[config.mk]
export PLATFORM = sky130hd
export DESIGN_NAME = writeback_stage
export DESIGN_NICKNAME = d
export VERILOG_FILES = /design/src/rtl/writeback_stage.sv
export SDC_FILE = /design/constraint.sdc
export NUM_CORES = 1
export LEC_CHECK = 0
export CORE_UTILIZATION = 42
export DETAILED_ROUTE_END_ITERATION = 10
export PLACE_DENSITY_LB_ADDON = 0.08
export SLEW_MARGIN = 40
export SYNTH_ARGS = -nofsm -noshare
export SYNTH_HDL_FRONTEND = slang
export SYNTH_SLANG_ARGS = --single-unit
[constraint.sdc]
create_clock -name clk -period 2.2 [get_ports clk]
set_clock_uncertainty 0.1 [all_clocks]
set_input_delay 0.33 -clock clk [delete_from_list [all_inputs] [get_ports clk]]
set_output_delay 0.33 -clock clk [all_outputs]
set_load 0.02 [all_outputs]
[src/rtl/writeback_stage.sv]
`default_nettype none
// ============================================================================
// Module   : writeback_stage
// Purpose  : MEM/WB register, result-source select, GPR/SP write ports and
//            two-beat write of double-width ALU results (Rd, then Rd+1).
// Revision : 1.0
// ============================================================================
module writeback_stage #(
    parameter int DATA_W = 16,
    parameter int ADDR_W = 3
) (
    input  logic                  clk,
    input  logic                  rst_n,
    input  logic                  in_valid,
    output logic                  in_ready,
    input  logic                  in_reg_write,
    input  logic [1:0]            in_src,
    input  logic [ADDR_W-1:0]     in_dst_addr,
    input  logic                  in_dst_private,
    input  logic                  in_wide,
    input  logic [2*DATA_W-1:0]   in_alu_data,
    input  logic [DATA_W-1:0]     in_mem_data,
    input  logic [DATA_W-1:0]     in_imm_data,
    input  logic [DATA_W-1:0]     in_pc_data,
    input  logic                  flush,
    output logic                  rf_we,
    output logic [ADDR_W-1:0]     rf_waddr,
    output logic [DATA_W-1:0]     rf_wdata,
    output logic                  priv_we,
    output logic [DATA_W-1:0]     priv_wdata,
    output logic                  fwd_pend_valid,
    output logic [ADDR_W-1:0]     fwd_pend_addr
);

    typedef enum logic [0:0] {
        S_IDLE = 1'b0,
        S_HI   = 1'b1
    } state_t;

    localparam logic [1:0] c_SRC_ALU = 2'b00;
    localparam logic [1:0] c_SRC_MEM = 2'b01;
    localparam logic [1:0] c_SRC_IMM = 2'b10;

    state_t              r_state;
    logic [DATA_W-1:0]   r_hi_data;
    logic [ADDR_W-1:0]   r_hi_addr;

    logic                w_accept;
    logic                w_wide_eff;
    logic [DATA_W-1:0]   w_src_data;
    logic [ADDR_W-1:0]   w_rd_plus1;

    assign in_ready   = (r_state == S_IDLE);
    assign w_accept   = in_valid & in_ready & ~flush;
    assign w_wide_eff = in_wide & (in_src == c_SRC_ALU) & ~in_dst_private;
    // Natural truncation gives the modulo-2^ADDR_W wrap of Rd+1.
    assign w_rd_plus1 = in_dst_addr + 1'b1;

    always_comb begin
        w_src_data = in_pc_data;
        case (in_src)
            c_SRC_ALU: w_src_data = in_alu_data[DATA_W-1:0];
            c_SRC_MEM: w_src_data = in_mem_data;
            c_SRC_IMM: w_src_data = in_imm_data;
            default:   w_src_data = in_pc_data;
        endcase
    end

    always_ff @(posedge clk) begin
        if (!rst_n) begin
            r_state        <= S_IDLE;
            r_hi_data      <= '0;
            r_hi_addr      <= '0;
            rf_we          <= 1'b0;
            rf_waddr       <= '0;
            rf_wdata       <= '0;
            priv_we        <= 1'b0;
            priv_wdata     <= '0;
            fwd_pend_valid <= 1'b0;
            fwd_pend_addr  <= '0;
        end else if (flush) begin
            // The low beat already on the outputs has been seen; only the high beat dies.
            r_state        <= S_IDLE;
            rf_we          <= 1'b0;
            priv_we        <= 1'b0;
            fwd_pend_valid <= 1'b0;
        end else if (r_state == S_HI) begin
            r_state        <= S_IDLE;
            rf_we          <= 1'b1;
            rf_waddr       <= r_hi_addr;
            rf_wdata       <= r_hi_data;
            priv_we        <= 1'b0;
            fwd_pend_valid <= 1'b0;
        end else if (w_accept) begin
            rf_we    <= in_reg_write & ~in_dst_private;
            priv_we  <= in_reg_write & in_dst_private;
            rf_waddr <= in_dst_addr;
            if (in_dst_private) begin
                priv_wdata <= w_src_data;
            end else begin
                rf_wdata   <= w_src_data;
            end
            if (w_wide_eff && in_reg_write) begin
                r_state        <= S_HI;
                r_hi_data      <= in_alu_data[2*DATA_W-1:DATA_W];
                r_hi_addr      <= w_rd_plus1;
                fwd_pend_valid <= 1'b1;
                fwd_pend_addr  <= w_rd_plus1;
            end else begin
                fwd_pend_valid <= 1'b0;
            end
        end else begin
            rf_we          <= 1'b0;
            priv_we        <= 1'b0;
            fwd_pend_valid <= 1'b0;
        end
    end

endmodule
`default_nettype wire

# After elaboration in Yosys (flattened, before gate mapping)
# Index checks and enable logic that the tools add are counted.
[classes]
addsub = 1
multipliers = 0
div = 0
magnitude_cmp = 0
n_eq_ne = 3
shift = 0
mux = 9
bitwise = 11
reduce_logical = 9
[ops]
columns = ["op", "count"]
rows = [
  ["$mux W16", 3],
  ["$pmux W16 S3", 1],
  ["$reduce_and A4 Y1", 2],
  ["$and A1 B1 Y1", 6],
  ["$mux W3", 2],
  ["$not A1 Y1", 5],
  ["$reduce_or A4 Y1", 1],
  ["$add A3 B1 Y3 const B", 1],
  ["$mux W1", 3],
  ["$reduce_and A3 Y1", 1],
  ["$eq A2 B1 Y1 const B", 1],
  ["$eq A2 B2 Y1 const B", 1],
  ["$logic_not A2 Y1", 1],
  ["$ne A2 B1 Y1 const B", 1],
  ["$reduce_and A2 Y1", 1],
  ["$reduce_bool A2 Y1", 1],
  ["$reduce_or A2 Y1", 1],
  ["$logic_and A1 B1 Y1", 1],
]
[word_totals]
register_bits = 57
latch_bits = 0
ramBits = 0
rom_bits = 0
n_memories = 0

# Longest topological paths before layout
[logic_depth]
depth_word = 5
ltp_mapped = 6
mapped_depth_nobuf = 3

# Worst setup path before layout
# OpenSTA, ideal clock, no wires.
[synth_path]
path_type = "register to register"
startpoint = "register r_state"
endpoint = "register priv_wdata[14]"
arrival_ns = 1.462
required_time_ns = 1.983
setup_slack_ns = 0.521
path_stages_with_launch = 6
path_buffers = 2
path_cell_list = "dfxtp_1 > and4bb_1 > and2_1 > clkbuf_1 > buf_2 > a22o_1"
[synth_via]
elab_chain_cells = 4
[synth_lines]
columns = ["item", "line", "text"]
rows = [
  ["from (decl)", "44", "state_t r_state;"],
  ["from (signal assigned)", "71", "r_state <= S_IDLE;"],
  ["from (signal assigned)", "83", "r_state <= S_IDLE;"],
  ["from (signal assigned)", "88", "r_state <= S_IDLE;"],
  ["$not A1 Y1 (no source line) (*)", "-", ""],
  ["$and A1 B1 Y1 (2 in a row)", "54", "assign w_accept = in_valid & in_ready & ~flush;"],
  ["$reduce_and A4 Y1 (no source line) (*)", "-", ""],
  ["to (signal assigned)", "99", "priv_wdata <= w_src_data;"],
  ["to (decl)", "30", "output logic [DATA_W-1:0] priv_wdata,"],
]
# Every way passes the cells marked *; elsewhere a longest branch is shown, timed or not.
# A chain may end at the register's enable or synchronous reset.

# Worst setup path in the final report
[layout_path]
startpoint = "register r_state"
endpoint = "output port in_ready"
[layout_via]
elab_chain_cells = 1
[layout_lines]
columns = ["item", "line", "text"]
rows = [
  ["$not A1 Y1 (no source line)", "-", ""],
  ["to (decl)", "15", "output logic in_ready,"],
]
# Every way passes these cells.

==> results.cfg <==
[global_route]
overflow = 0
grt_max_degree = 41
grt_pass1_vias = 2703
antenna_found_initial = 0
track_usage = 0.228
grt_pass1_wl_mm = 12.9

[outcome]
outcome = finished, final reports clean

[sta]
finalWorstSetupSlack_ns = 0.196
rsz0062_at_grt = no
relSlewSlack = 0.565
period_needed_ns = 2.00
hold_violations = 0
min_period_over_period = 0.911
setup_viol = 0
drv_slew = 0
fmax_mhz = 499
worst_slew_pin_slew_ns = 0.652

[worst_setup_path]
regToRegStartpoint = r_state$_SDFF_PP0_
rr_endpoint = rf_wdata[0]$_SDFFE_PN0P_
max_stage_delay_ns = 0.61
crit_arrival_ns = 1.57
r2r_cells = 5
critPathKind = reg2out
worstSetupEndpointType = output port
start_kind = flop
cp-startpoint = r_state$_SDFF_PP0_
r2r_slack_ns = 0.40
cp_slowest_cell = clkdlybuf4s50_1
worst_ep_required_time_ns = 1.77
cp_max_fo = 11
crit_chain = buf_4 -> inv_2 -> clkdlybuf4s50_1

[routing]
met3_wirelength_microns = 423
num_vias = 2729
wl_met2_mm = 4.07
avgViaCountPerCell = 5.51
ant_nets = 0
wl_met1_mm = 3.13
drc = 0
wl_per_cell_microns = 15.6
dr.pass1.iters = 4
wl_mm = 7.74
topRoutingLayerUsed = met4
drt_iter0_drc = 86

[yosys]
syn_area_per_cell_sq_um = 10.4
synth_edf_count = 0
netlist_area_sq_um = 2910
ys.flop_type = dfxtp_1
synth_nets = 372
postSynthRegisterBits = 57
yosys.area.top_type = dfxtp_1
synth-async-reset-ratio = 0
synth_top_area_share = 0.392
synth_area_leaders = dfxtp_1, mux4_1, a211oi_1, a221oi_1, a22o_1
synthCells = 279
synth_warnings = 0
synth.distinct_cells = 37
yosysSeqAreaShare = 0.392

[power_and_ir_drop]
p_sw_mw = 0.641
combPwrFrac = 0.197
clkPwrFrac = 0.375
seqPwrFrac = 0.429
intPower_mw = 1.89
powerDensity_nw_per_um2 = 559
leakage_nw = 1.68
ir_drop_v = 0.000446
netSwitchingFraction = 0.254

[place]
place_inst = 479
gp_congestion = 0.793
post-place-ws_ns = -0.0206
hpwlAfterDp_mm = 5.90
port_buffers = 133

[clock_network]
clk_pin_slew_ns = 0.07
insertion_delay_ns = 0.33
cts_root_buffer = clkbuf_8
cts_tree = built
clock_path_buffers = 2
cts.sinks = 57
cts-htree-levels = 3
cts_made_buffers = 9
postCtsSetupBuffers = 0

[worst_hold_path]
whs_path_depth = 2
hold_path.class = reg2reg
hp-start = r_hi_data[5]$_SDFFE_PN0P_
holdPathEnd = r_hi_data[5]$_SDFFE_PN0P_

[floorplanning]
die_w_microns = 85.3
start_util = 0.446
ios = 134
dieArea_sq_um = 7280
rows = 29
coreArea_sq_um = 6530
die_h_microns = 85.3

[final_layout]
num_antenna_cells = 0
stdcell_count = 495
drive_above_1_share = 0.115
final_nets = 506
syn2layout_area_growth_pct = 55.2

[run]
cap_violations = 0
==> final cells by class <==
class	count	area [sq um]
fillers	513	2010
clock buffers	9	124
multi-input cells	176	1520
inverters	18	67.6
clock inverters	7	71.3
flip-flops and latches	57	1140
repair buffers	151	1500
well taps	77	96.3
==> what timing repair did <==
action | CTS | global route
hold buffers | 0 | 0
resized for setup | 0 | 1
endpoints found under the setup margin | 0 | 2
==> critical path, delay by kind of cell, from the launching register on <==
| kind | cells | cell delay (ns) |
|---|---|---|
| buf+inv | 3 | 0.88 |
| flops | 1 | 0.37 |
==> Yosys cell counts, types with 2 or more instances <==
library cell	count
a21oi_1	19
a221oi_1	16
o21ai_2	8
clkbuf_1	12
buf_6	5
inv_1	17
buf_2	4
and2_1	17
clkbuf_8	2
a22o_1	16
nand3_1	17
mux2i_1	3
dfxtp_1	57
o21ai_0	8
nor2_1	5
mux4_1	16
a211oi_1	22
nand2_1	16
==> placed cells by master, fill, tap and decap left out, drive strengths merged, types with 5 or more instances in the layout <==
cell             n
dfxtp           57
a22o            16
a211oi          22
inv             18
mux4            16
nand2           16
clkbuf           9
a221oi          16
buf             18
nor2             5
clkdlybuf4s50  133
a21oi           19
o21ai           17
and2            17
nand3           17
==> cell families (layout without fill, tap and decap cells) <==
logic type               count (synthesis)  after routing  synth area share
AO/OA/AOI/OAI                           92             92             0.231
XOR/XNOR                                 1              1           0.00301
adder cells (fa/ha/maj)                  1              1           0.00429
buffers and inverters                   46            185            0.0936
flip-flops                              57             57             0.392
multiplexers                            19             19             0.155
AND/OR/NAND/NOR                         63             63             0.122
==> metrics by stage <==
step | TNS (ns) | cell area (sq um) | hold WS [ns] | util | power [mW]
finish | 0 | 4520 | 0.362 | 0.693 | 2.53
global route | 0 | 4520 | 0.378 | 0.693 | 2.64
CTS | 0 | 4520 | 0.364 | 0.692 | 2.55
detailed placement | -0.0479 | 4330 | 0.354 | 0.662 | 1.61
global placement | -0.0783 | 4320 | 0.345 | 0.662 | 1.60
floorplan | 0 | 2910 | 0.327 | - | 1.33
==> worst max path at each step <==
| stage | end | slack (ns) | depth (start not counted) |
|---|---|---|---|
| 2_1_floorplan | priv_wdata[14]$_SDFFE_PN0P_ | 0.52 | 5 |
| 3_3_place_gp | priv_wdata[10]$_SDFFE_PN0P_ | -0.02 | 4 |
| 3_5_place_dp | r_hi_data[14]$_SDFFE_PN0P_ | -0.02 | 5 |
| 4_1_cts | fwd_pend_valid | 0.06 | 2 |
| 5_1_grt | fwd_pend_valid | 0.12 | 2 |
| 6_report | in_ready | 0.20 | 3 |
==> power by group through the flow <==
stage / registers, mW / logic (mW) / clock network [mW]
final: 1.08 / 0.497 / 0.948
after global routing: 1.09 / 0.532 / 1.02
after CTS: 1.08 / 0.501 / 0.963
after detailed placement: 1.11 / 0.500 / 0
after global placement: 1.11 / 0.492 / 0
after floorplan: 1.14 / 0.188 / 0
==> sequential cells by signal, summed over array words and instances (netlist names) <==
| register | cells |
|---|---|
| rf_waddr | 3 |
| r_hi_data | 16 |
| r_state | 1 |
| rf_we | 1 |
| r_hi_addr | 3 |
| rf_wdata | 16 |
| priv_wdata | 16 |
| priv_we | 1 |
==> layer usage <==
layer	up-vias	global-route usage
li1	1337	-
met1	1299	0.266
met2	83	0.407
met3	10	0.0652
met4	0	0.0636
met5	-	0
Power figures use the tool's default switching activity.
